## config.mk

```make
export PLATFORM = sky130hd
export DESIGN_NAME = banco_registradores_param
export DESIGN_NICKNAME = d
export VERILOG_FILES = /design/src/rtl/banco_registradores_param.sv
export SDC_FILE = /design/constraint.sdc
export NUM_CORES = 1
export LEC_CHECK = 0
export BUFFER_PORTS_ARGS = -buffer_cell sky130_fd_sc_hd__buf_2
export CORE_UTILIZATION = 50
export CTS_BUF_LIST = sky130_fd_sc_hd__clkbuf_4 sky130_fd_sc_hd__clkbuf_8
export DETAILED_ROUTE_END_ITERATION = 16
export PLACE_DENSITY = 0.76
export SETUP_SLACK_MARGIN = 0.3
export SLEW_MARGIN = 5
export SYNTH_ARGS = -nofsm -noshare
export SYNTH_HDL_FRONTEND = slang
export SYNTH_SLANG_ARGS = --single-unit
```

## constraint.sdc

```tcl
create_clock -name Clock -period 1.7 [get_ports Clock]
set_input_delay 0.17 -clock Clock [delete_from_list [all_inputs] [get_ports Clock]]
set_output_delay 0.17 -clock Clock [all_outputs]
set_load 0.1 [all_outputs]
```

## src/rtl/banco_registradores_param.sv

```systemverilog
// -----------------------------------------------------------------------------
// banco_registradores_param
//
// Parameterised register file with two banks:
//   - a data bank of NREG registers, each DATA_W bits wide
//   - a boolean bank of NBOOL 1-bit registers
// Each bank has two synchronous read ports and one write port. Read results
// are registered, so they appear one clock edge after the address is presented.
//
// Optional feature (compile-time macro):
//   BANCO_BYPASS_EN  - when defined, a read that targets the register being
//                      written in the same cycle returns the new write value.
//                      This applies per port and per bank. When undefined,
//                      such a read returns the value held before the write.
//
// Parameters:
//   DATA_W   width of each data register
//   NREG     number of data registers (power of two, >= 2)
//   NBOOL    number of boolean registers (power of two, >= 2)
//   ZERO_R0  when 1, data register 0 always reads as zero and ignores writes
//
// Ports:
//   Clock            single clock, rising edge
//   Reset_n          synchronous active-low reset; has priority over Halt and
//                    over any write
//   Halt             freezes all register and output state while high; writes
//                    presented during Halt are dropped
//   RegLido1/2       data read addresses
//   RegEscrito       data write address
//   EscreveReg       data write enable
//   DadoEscrito      data write value
//   BoolLido1/2      boolean read addresses
//   BoolEscrito      boolean write address
//   EscreveBool      boolean write enable
//   DadoBoolEscrito  boolean write value
//   Dado1/2          registered data read results
//   DadoBool1/2      registered boolean read results
// -----------------------------------------------------------------------------
module banco_registradores_param #(
    parameter int unsigned DATA_W  = 8,
    parameter int unsigned NREG    = 8,
    parameter int unsigned NBOOL   = 4,
    parameter int unsigned ZERO_R0 = 1
) (
    input  logic                      Clock,
    input  logic                      Reset_n,
    input  logic                      Halt,
    input  logic [$clog2(NREG)-1:0]   RegLido1,
    input  logic [$clog2(NREG)-1:0]   RegLido2,
    input  logic [$clog2(NREG)-1:0]   RegEscrito,
    input  logic                      EscreveReg,
    input  logic [DATA_W-1:0]         DadoEscrito,
    input  logic [$clog2(NBOOL)-1:0]  BoolLido1,
    input  logic [$clog2(NBOOL)-1:0]  BoolLido2,
    input  logic [$clog2(NBOOL)-1:0]  BoolEscrito,
    input  logic                      EscreveBool,
    input  logic                      DadoBoolEscrito,
    output logic [DATA_W-1:0]         Dado1,
    output logic [DATA_W-1:0]         Dado2,
    output logic                      DadoBool1,
    output logic                      DadoBool2
);

    localparam int unsigned AW = $clog2(NREG);
    localparam int unsigned BW = $clog2(NBOOL);

    // Storage
    logic [DATA_W-1:0] banco     [NREG];
    logic              bancoBool [NBOOL];

    // Qualified write strobes
    logic              regWrEn;
    logic              boolWrEn;

    // Next values for the registered read outputs
    logic [DATA_W-1:0] proxDado1;
    logic [DATA_W-1:0] proxDado2;
    logic              proxBool1;
    logic              proxBool2;

    // Register 0 is hard-wired to zero when ZERO_R0 is set.
    function automatic logic ehZero(input logic [AW-1:0] addr);
        return (ZERO_R0 != 0) && (addr == AW'(0));
    endfunction

    // Write qualification: a write to the zero register is discarded.
    always_comb begin
        regWrEn  = EscreveReg && !ehZero(RegEscrito);
        boolWrEn = EscreveBool;
    end

    // Data bank read path, with optional same-cycle forwarding.
    always_comb begin
        proxDado1 = banco[RegLido1];
        proxDado2 = banco[RegLido2];
`ifdef BANCO_BYPASS_EN
        if (regWrEn && (RegEscrito == RegLido1)) begin
            proxDado1 = DadoEscrito;
        end
        if (regWrEn && (RegEscrito == RegLido2)) begin
            proxDado2 = DadoEscrito;
        end
`endif
        // Zero register wins over storage and forwarding alike.
        if (ehZero(RegLido1)) begin
            proxDado1 = '0;
        end
        if (ehZero(RegLido2)) begin
            proxDado2 = '0;
        end
    end

    // Boolean bank read path, with optional same-cycle forwarding.
    always_comb begin
        proxBool1 = bancoBool[BoolLido1];
        proxBool2 = bancoBool[BoolLido2];
`ifdef BANCO_BYPASS_EN
        if (boolWrEn && (BoolEscrito == BoolLido1)) begin
            proxBool1 = DadoBoolEscrito;
        end
        if (boolWrEn && (BoolEscrito == BoolLido2)) begin
            proxBool2 = DadoBoolEscrito;
        end
`endif
    end

    // Data bank storage: reset clears everything, Halt freezes it.
    always_ff @(posedge Clock) begin
        if (!Reset_n) begin
            for (int i = 0; i < int'(NREG); i++) begin
                banco[i] <= '0;
            end
        end else if (!Halt) begin
            if (regWrEn) begin
                banco[RegEscrito] <= DadoEscrito;
            end
        end
    end

    // Boolean bank storage: reset clears everything, Halt freezes it.
    always_ff @(posedge Clock) begin
        if (!Reset_n) begin
            for (int i = 0; i < int'(NBOOL); i++) begin
                bancoBool[i] <= 1'b0;
            end
        end else if (!Halt) begin
            if (boolWrEn) begin
                bancoBool[BoolEscrito] <= DadoBoolEscrito;
            end
        end
    end

    // Registered read outputs; they hold their value while Halt is high.
    always_ff @(posedge Clock) begin
        if (!Reset_n) begin
            Dado1     <= '0;
            Dado2     <= '0;
            DadoBool1 <= 1'b0;
            DadoBool2 <= 1'b0;
        end else if (!Halt) begin
            Dado1     <= proxDado1;
            Dado2     <= proxDado2;
            DadoBool1 <= proxBool1;
            DadoBool2 <= proxBool2;
        end
    end

endmodule
```

### Word-level counts from Yosys, hierarchy flattened

Memories as Yosys holds them, arrays and structs flattened. A register that Yosys moved wholly into a read port is not among the register bits.
Index checks and enable logic that the tools add are counted.

| word-level totals | value |
|---|---|
| word-level logic and storage cells | 32 |
| flip-flop bits (word level) | 16 |
| output and inout bits | 18 |
| memories | 2 |
| input bits | 29 |
| bits in writable memories | 68 |

Memory list:

| memory | words | bits a word | rd ports | clocked after Yosys merged registers in | write ports | line | text |
|---|---|---|---|---|---|---|---|
| banco | 8 | 8 | 2 | 0 | 8 | 68 | `logic [DATA_W-1:0] banco [NREG];` |
| bancoBool | 4 | 1 | 2 | 2 | 4 | 69 | `logic bancoBool [NBOOL];` |

| operators by class | value |
|---|---|
| reductions and logical operators | 11 |
| mux-type cells | 17 |

Operators with widths:

| kind | count |
|---|---|
| $mux 8 | 3 |
| $mux 1 | 12 |
| $logic_not 3->1 | 3 |
| $reduce_or 8->1 | 1 |
| $logic_not 1->1 | 5 |
| $mux 3 | 1 |
| $mux 2 | 1 |
| $logic_and 1x1->1 | 1 |
| $reduce_or 1->1 | 1 |

### Depth between registers and ports, before layout

Gate-level depths: netlist of the first run.

| logic depth | value |
|---|---|
| word-level depth | 9 |
| depth in mapped cells | 6 |
| gate-level depth less buffers | 4 |

### Worst setup path before layout of the first run

No wires, ideal clock.

| timing path | value |
|---|---|
| path type | input-to-reg |
| start | input Halt |
| end | memory banco[5][0], enable pin |
| arrival time | 1.295 ns |
| setup slack | 0.021 ns |
| data required time | 1.316 ns |
| stages | 4 |
| library setup time | 0.384 ns |
| buffers on the path | 1 |
| cells stage by stage | buf_2 inv_2 nand2_1 o21ai_0 |

RTL lines:

| what | line | text |
|---|---|---|
| start: declaration | 47 | `input logic Halt,` |
| end: declaration | 68 |  |

### Final worst setup path of the first run

| timing path | value |
|---|---|
| start | register Dado2[1] |
| end | output Dado2[1] |

RTL lines:

| what | line | text |
|---|---|---|
| start: declaration | 59 | `output logic [DATA_W-1:0] Dado2,` |
| start signal: assignment | 162 | `Dado2 <= proxDado2;` |

No word-level cell between the ends.

==> impl_metrics.csv, run 1 <==
group,metric,value,unit
synth,synth_area,3973,µm²
synth,syn-instance-count,315,
clocking,cts.htree.levels,3,
worst_setup_path,critical_path.top_delay_family,"buffers and inverters",
cells_and_area,final_core_utilization,0.5983,
worst_setup_path,timing.critical_path.slowest_stage_cell,"sky130_fd_sc_hd__buf_2",
grt,grt_first_pass_wirelength,15260,µm
placement,place_congestion,0.9006,
power,power_frac_clock,0.330,
run,drv.max_cap_violation_count,0,
floorplan,core_area,7687,µm²
synth,synth_area_leaders,"sky130_fd_sc_hd__edfxtp_1 43%, sky130_fd_sc_hd__dfxtp_1 11%, sky130_fd_sc_hd__and2_1 9.0%",
sta,max_slew_margin,0.6694,
routing,dr.pass1.iters,4,
worst_setup_path,worst_ep_arrival_time,1160,ps
synth,yosys-top-cells-count,"57 x sky130_fd_sc_hd__and2_1, 57 x sky130_fd_sc_hd__edfxtp_1, 28 x sky130_fd_sc_hd__mux2i_1",
synth,yosysWarningCount,0,
sta,worst-slew-pin-transition,499.3,ps
routing,detail_route.wl_per_cell,19.74,µm
floorplan,io-pin-count,47,
cells_and_area,finish.cell_count_without_fillers,483,
routing,vias,2795,
sta,worst_clock_skew,7.115,ps
synth,number_of_enable_type_register_cells_in_the_synthesized_netlist,57,
floorplan,rows,32,
outcome,status,"finished clean",
synth,synth_nets,344,
worst_setup_path,cp_data_required_time,1530,ps
cells_and_area,sequential_cell_area,2132,µm²
sta,timing.final.setup_violations,0,
clocking,cts_setup_buffers,0,
cells_and_area,drive_above_1_share,0.3333,
synth,synth_top_cell_area_share,0.4309,
synth,compound_gate_portion_of_the_synthesized_area,0.1043,
sta,period_share,0.7829,
routing,drc,0,
synth,yosys.cell_types.count,39,
grt,global_route.overflow_total,0,
clocking,root_buffer,"sky130_fd_sc_hd__clkbuf_8",
sta,fin_crit,1331,ps
power,power.density_cell_area,955.4,nW/µm²
worst_setup_path,end_kind,"output pin",
clocking,clkSinkCount,78,
worst_setup_path,worst-path-max-fanout,2,
grt,pin_count_of_the_biggest_net_entering_global_routing,26,
sta,setup_total_negative_slack,0,ps
clocking,clkTransAtPathRegs,80,ps
synth,postSynthRegisterBits,78,
clocking,clock_path_buffers,2,
power,irDropWorstVdd,0.0004333,V
sta,unrepaired_setup_endpoints_after_global_routing,"no",
synth,post_synth_xor_area_fraction,0,
power,power.net_switching,1.257,mW
clocking,post_cts_hold_buffer_count,0,
power,share_seq_of_total_power,0.505,
placement,dpl.hpwl,7006,µm
routing,drt_first_iter_violations,207,
synth,synth.area.mux_share,0.1565,
routing,postRouteAntennaNets,0,
synth,syn_area_per_cell,12.61,µm²
grt,grt_util_all_layers,0.2468,
synth,adder_cell_fraction_of_synth_area,0,
sta,hold_viol,0,
synth,post_synth_arst_share,0,
worst_setup_path,critPathBufInv,1,
worst_setup_path,slowest_delay,440,ps
clocking,cts_made_buffers,9,
synth,synth_top_family_by_area,"simple AND/OR/NAND/NOR gates",
clocking,clock_tree_from_tritoncts,"yes",
grt,initial_antenna_violation_count,0,
worst_setup_path,path_cells,"buf_2",
floorplan,die_height,91.14,µm
power,cell_internal_pwr,3.137,mW
worst_setup_path,timing.critical_path.from_type,"flip-flop",
floorplan,floorplan.die_area,8306,µm²
placement,port-buffer-count,46,
cells_and_area,num-fill-cells,636,
worst_setup_path,setup.worst_path.class,"flip-flop to output pin",
power,share_comb_of_total_power,0.165,
placement,cell_total_after_placement,467,
power,switching_part_of_the_total_power,0.2861,
synth,seq_area_frac_synth,0.5367,
clocking,clk-insertion-delay-late,360,ps
sta,hold_ws,90.74,ps
power,static-leakage-power,1.807,nW
routing,vias_per_cell,5.787,
synth,synth_flop_cell,"sky130_fd_sc_hd__edfxtp_1",
routing,detail_route.wirelength,9534,µm
sta,maxSlewViolCount,0,
synth,synthSimpleGateAreaFrac,0.1625,
grt,first_global_vias,2777,
cells_and_area,multi_input_comb_area,1715,µm²
cells_and_area,final_net_count,405,
cells_and_area,num_antenna_cells,0,
sta,fmaxAchievable,751.4,MHz
synth,synth_top_cell_by_area,"sky130_fd_sc_hd__edfxtp_1",
hold_path,holdCritPathClass,"primary input to flip-flop",
floorplan,width_of_the_chip,91.14,µm
floorplan,initial_core_util,0.5168,
cells_and_area,syn2layout_area_growth,15.78,%
==> registers in the layout (all words and copies together), names as in the netlist <==
signal     cells
banco         56
DadoBool1      1
Dado1          8
Dado2          8
DadoBool2      1
bancoBool      4
==> metrics by stage <==
| stage | power, mW | setup slack, ps | area, µm² |
|---|---|---|---|
| after detailed placement | 2.980 | 164.3 | 4380 |
| after floorplan | 2.781 | 279.1 | 3994 |
| after global routing | 4.536 | 313.4 | 4599 |
| after global placement | 2.965 | 207.1 | 4380 |
| final | 4.394 | 369.1 | 4599 |
| after CTS | 4.398 | 381.5 | 4587 |
==> worst paths after layout <==
check                  startpoint  slack, ps      endpoint  depth (start not counted)
setup / recovery         Dado2[1]        370      Dado2[1]                          1
hold / removal    DadoBoolEscrito         90  bancoBool[1]                          3
setup reg to reg      banco[5][1]        370      Dado1[1]                          4
hold reg to reg          Dado1[1]        480      Dado1[1]                          2
==> tightest hold or removal path, stage by stage <==
cell and delay (ps):
sky130_fd_sc_hd__buf_2 120, sky130_fd_sc_hd__nand2_1 60, sky130_fd_sc_hd__a21oi_1 50
==> power groups by stage <==
stage | clock, mW | sequential (mW) | combinational (mW)
final | 1.45 | 2.22 | 0.726
after global routing | 1.53 | 2.23 | 0.768
after CTS | 1.46 | 2.22 | 0.721
after detailed placement | 0 | 2.26 | 0.718
after global placement | 0 | 2.26 | 0.710
after floorplan | 0 | 2.46 | 0.320
==> timing repair <==
item,4_1_cts,5_1_grt
resized for setup,0,2
endpoints found under the hold margin,0,0
endpoints found under the setup margin,0,2
==> layer usage <==
layer	up-vias	part of all wire	GRT usage
li1	1322	-	-
met1	1350	0.44	0.3352
met2	107	0.48	0.3920
met3	16	0.067	0.04523
met4	0	0.017	0.09921
met5	-	0	0
==> kinds of logic (layout without fill, tap and decap cells) <==
family,count (synthesis),in the layout
multiplexers,53,53
flip-flops,78,78
AO/OA/AOI/OAI,55,55
buffers and inverters,23,89
AND/OR/NAND/NOR,106,106
==> area by class of cell <==
cell class / instances / share of cell area
sequential: 78 / 0.4635
timing repair buffer: 69 / 0.08760
clock buffer: 12 / 0.03319
tap: 102 / 0.02775
multi-input combinational: 214 / 0.3730
inverter: 4 / 0.003264
clock inverter: 4 / 0.01170
==> placed cells by master (no fill, tap or decap), types with 6 or more instances in the layout <==
master                     count
sky130_fd_sc_hd__nor2_1        9
sky130_fd_sc_hd__buf_2        46
sky130_fd_sc_hd__buf_4        23
sky130_fd_sc_hd__mux2i_1      28
sky130_fd_sc_hd__clkbuf_8     10
sky130_fd_sc_hd__a221o_1       6
sky130_fd_sc_hd__a221oi_1      6
sky130_fd_sc_hd__edfxtp_1     57
sky130_fd_sc_hd__o21ai_1       9
sky130_fd_sc_hd__a22oi_1       6
sky130_fd_sc_hd__a21oi_1       6
sky130_fd_sc_hd__and2_1       57
sky130_fd_sc_hd__nand2_1      10
sky130_fd_sc_hd__dfxtp_1      21
sky130_fd_sc_hd__mux2_2       19
sky130_fd_sc_hd__nand3_1       9
Power figures use the tool's default switching activity.
==> run 2, diff against run 1 <==
- PLACE_DENSITY: 0.76 -> 0.73
- clock period: 1.7 -> 1.3 ns (I/O delays scaled with it)
==> impl_metrics.csv, run 2 (synthesis results as in run 1) <==
group,metric,value,unit
hold_path,holdCritPathClass,"primary input to flip-flop",
routing,dr.pass1.iters,5,
floorplan,width_of_the_chip,91.14,µm
cells_and_area,syn2layout_area_growth,35.12,%
worst_setup_path,r2r-start,"banco[7][7]",
cells_and_area,drive_above_1_share,0.4817,
sta,worst-slew-pin-transition,854.1,ps
routing,drc,0,
floorplan,floorplan.die_area,8306,µm²
clocking,clock_path_buffers,2,
cells_and_area,num-fill-cells,537,
sta,maxSlewViolCount,0,
cells_and_area,final_net_count,433,
cells_and_area,layout_common_cells,"57 x sky130_fd_sc_hd__and2_1, 57 x sky130_fd_sc_hd__edfxtp_1, 47 x sky130_fd_sc_hd__buf_4",
sta,period_share,1.051,
worst_setup_path,timing.critical_path.from_type,"flip-flop",
outcome,failed_checks,"negative setup slack",
clocking,clk-insertion-delay-late,360,ps
power,power.density_cell_area,1134,nW/µm²
routing,drt_first_iter_violations,271,
sta,timing.final.ws_setup,-66.12,ps
sta,max_slew_margin,0.4294,
clocking,clkSinkCount,78,
routing,vias_per_cell,5.965,
hold_path,holdCritStartpoint,"DadoBoolEscrito",
worst_setup_path,setup.worst_path.class,"flip-flop to flip-flop",
routing,postRouteAntennaNets,0,
worst_setup_path,end_kind,"flip-flop",
power,power.total,6.088,mW
cells_and_area,largestRegisters,"banco: 56 flops, Dado1: 8 flops, Dado2: 8 flops",
floorplan,core_area,7687,µm²
sta,unrepaired_setup_endpoints_after_global_routing,"yes",
grt,first_global_vias,2987,
floorplan,initial_core_util,0.5168,
clocking,clock_tree_from_tritoncts,"yes",
clocking,root_buffer,"sky130_fd_sc_hd__clkbuf_8",
sta,timing.final.setup_violations,2,
worst_setup_path,rr_endpoint,"Dado1[7]",
clocking,post_cts_hold_buffer_count,0,
sta,fmaxAchievable,732.0,MHz
grt,grt_first_pass_wirelength,16860,µm
floorplan,die_height,91.14,µm
cells_and_area,num_antenna_cells,0,
routing,vias,3048,
grt,grt_util_all_layers,0.2747,
grt,initial_antenna_violation_count,0,
clocking,clkTransAtPathRegs,90,ps
hold_path,whs_path_depth,3,
sta,fin_crit,1366,ps
placement,port-buffer-count,46,
clocking,cts_made_buffers,9,
cells_and_area,largest_register_ff_count,56,
power,irDropWorstVdd,0.0004899,V
worst_setup_path,worst-path-max-fanout,2,
run,drv.max_cap_violation_count,0,
outcome,status,"finished, violations left",
worst_setup_path,worst_r2r_path_depth,4,
worst_setup_path,cp_data_required_time,1560,ps
sta,setup_total_negative_slack,-93.39,ps
grt,pin_count_of_the_biggest_net_entering_global_routing,26,
hold_path,hold_end,"bancoBool[1]",
routing,detail_route.wirelength,11070,µm
cells_and_area,registers.top_by_ff_count,"banco",
worst_setup_path,worst_ep_arrival_time,1630,ps
floorplan,rows,32,
worst_setup_path,ff2ff_setup_slack,-70,ps
routing,detail_route.wl_per_cell,21.66,µm
floorplan,io-pin-count,47,
placement,place_congestion,0.8973,
grt,global_route.overflow_total,0,
clocking,cts.htree.levels,3,
power,static-leakage-power,2.108,nW
sta,hold_viol,0,
placement,dpl.hpwl,7688,µm
sta,worst_clock_skew,10.34,ps
[run 2: cell types whose count changed in the layout (fill, tap and decap cells not counted), sizes merged]
cell,delta
clkinv,+2
buf,+28
inv,+1
clkbuf,-3
[run 2: repair_timing]
item | 4_1_cts | 5_1_grt
cloned | 0 | 0
pin swaps | 5 | 3
gates resized for setup | 91 | 8
endpoints found under the setup margin | 36 | 40
buffers inserted | 11 | 6
[run 2: how the worst max path moves through the flow]
stage / startpoint / end / cells past startpoint
final: banco[7][7] / Dado1[7] / 4
after CTS: banco[2][7] / Dado1[7] / 4
after global placement: RegLido1[0] / Dado1[3] / 5
after detailed placement: RegLido1[0] / Dado1[3] / 5
after floorplan: Halt / banco[1][0] / 5
after global routing: banco[2][7] / Dado1[7] / 4
[run 2: critical path, stage by stage (launching register included)]
cell and delay, ps:
sky130_fd_sc_hd__edfxtp_1 430, sky130_fd_sc_hd__mux2_2 320, sky130_fd_sc_hd__a221oi_4 270, sky130_fd_sc_hd__o21ai_1 130, sky130_fd_sc_hd__o211a_1 130
[run 2: layout make-up]
type / instances / area (µm²) / share of cell area
clock buffer: 9 / 123.9 / 0.02308
clock inverter: 7 / 72.57 / 0.01352
inverter: 4 / 22.52 / 0.004196
multi-input combinational: 214 / 1931 / 0.3597
sequential: 78 / 2157 / 0.4019
tap: 102 / 127.6 / 0.02378
timing repair buffer: 97 / 933.4 / 0.1739
[run 2: metal layers]
layer	GRT usage	wire length [µm]	share of wire
met5	0	0	0
met4	0.1402	375	0.034
met3	0.04104	723	0.065
met2	0.4691	5685	0.51
met1	0.3385	4282	0.39
[run 2: power breakdown]
group,switching (mW),internal [mW],leakage [nW],total [mW]
logic,0.734,0.549,1.29,1.28
registers,0.131,2.82,0.723,2.95
clock network,0.958,0.893,0.0960,1.85
total,1.82,4.27,2.11,6.09
[run 2: stage by stage]
step	instances	instance area (µm²)	utilization	hold slack (ps)	worst slack [ps]
global placement	478	4641	0.6037	407.7	-256.5
global route	511	5368	0.6982	70.57	-107.4
finish	511	5368	0.6982	70.37	-66.12
CTS	505	5288	0.6878	41.09	-35.10
floorplan	315	4156	-	266.0	7.668
detailed placement	478	4641	0.6037	416.1	-281.2
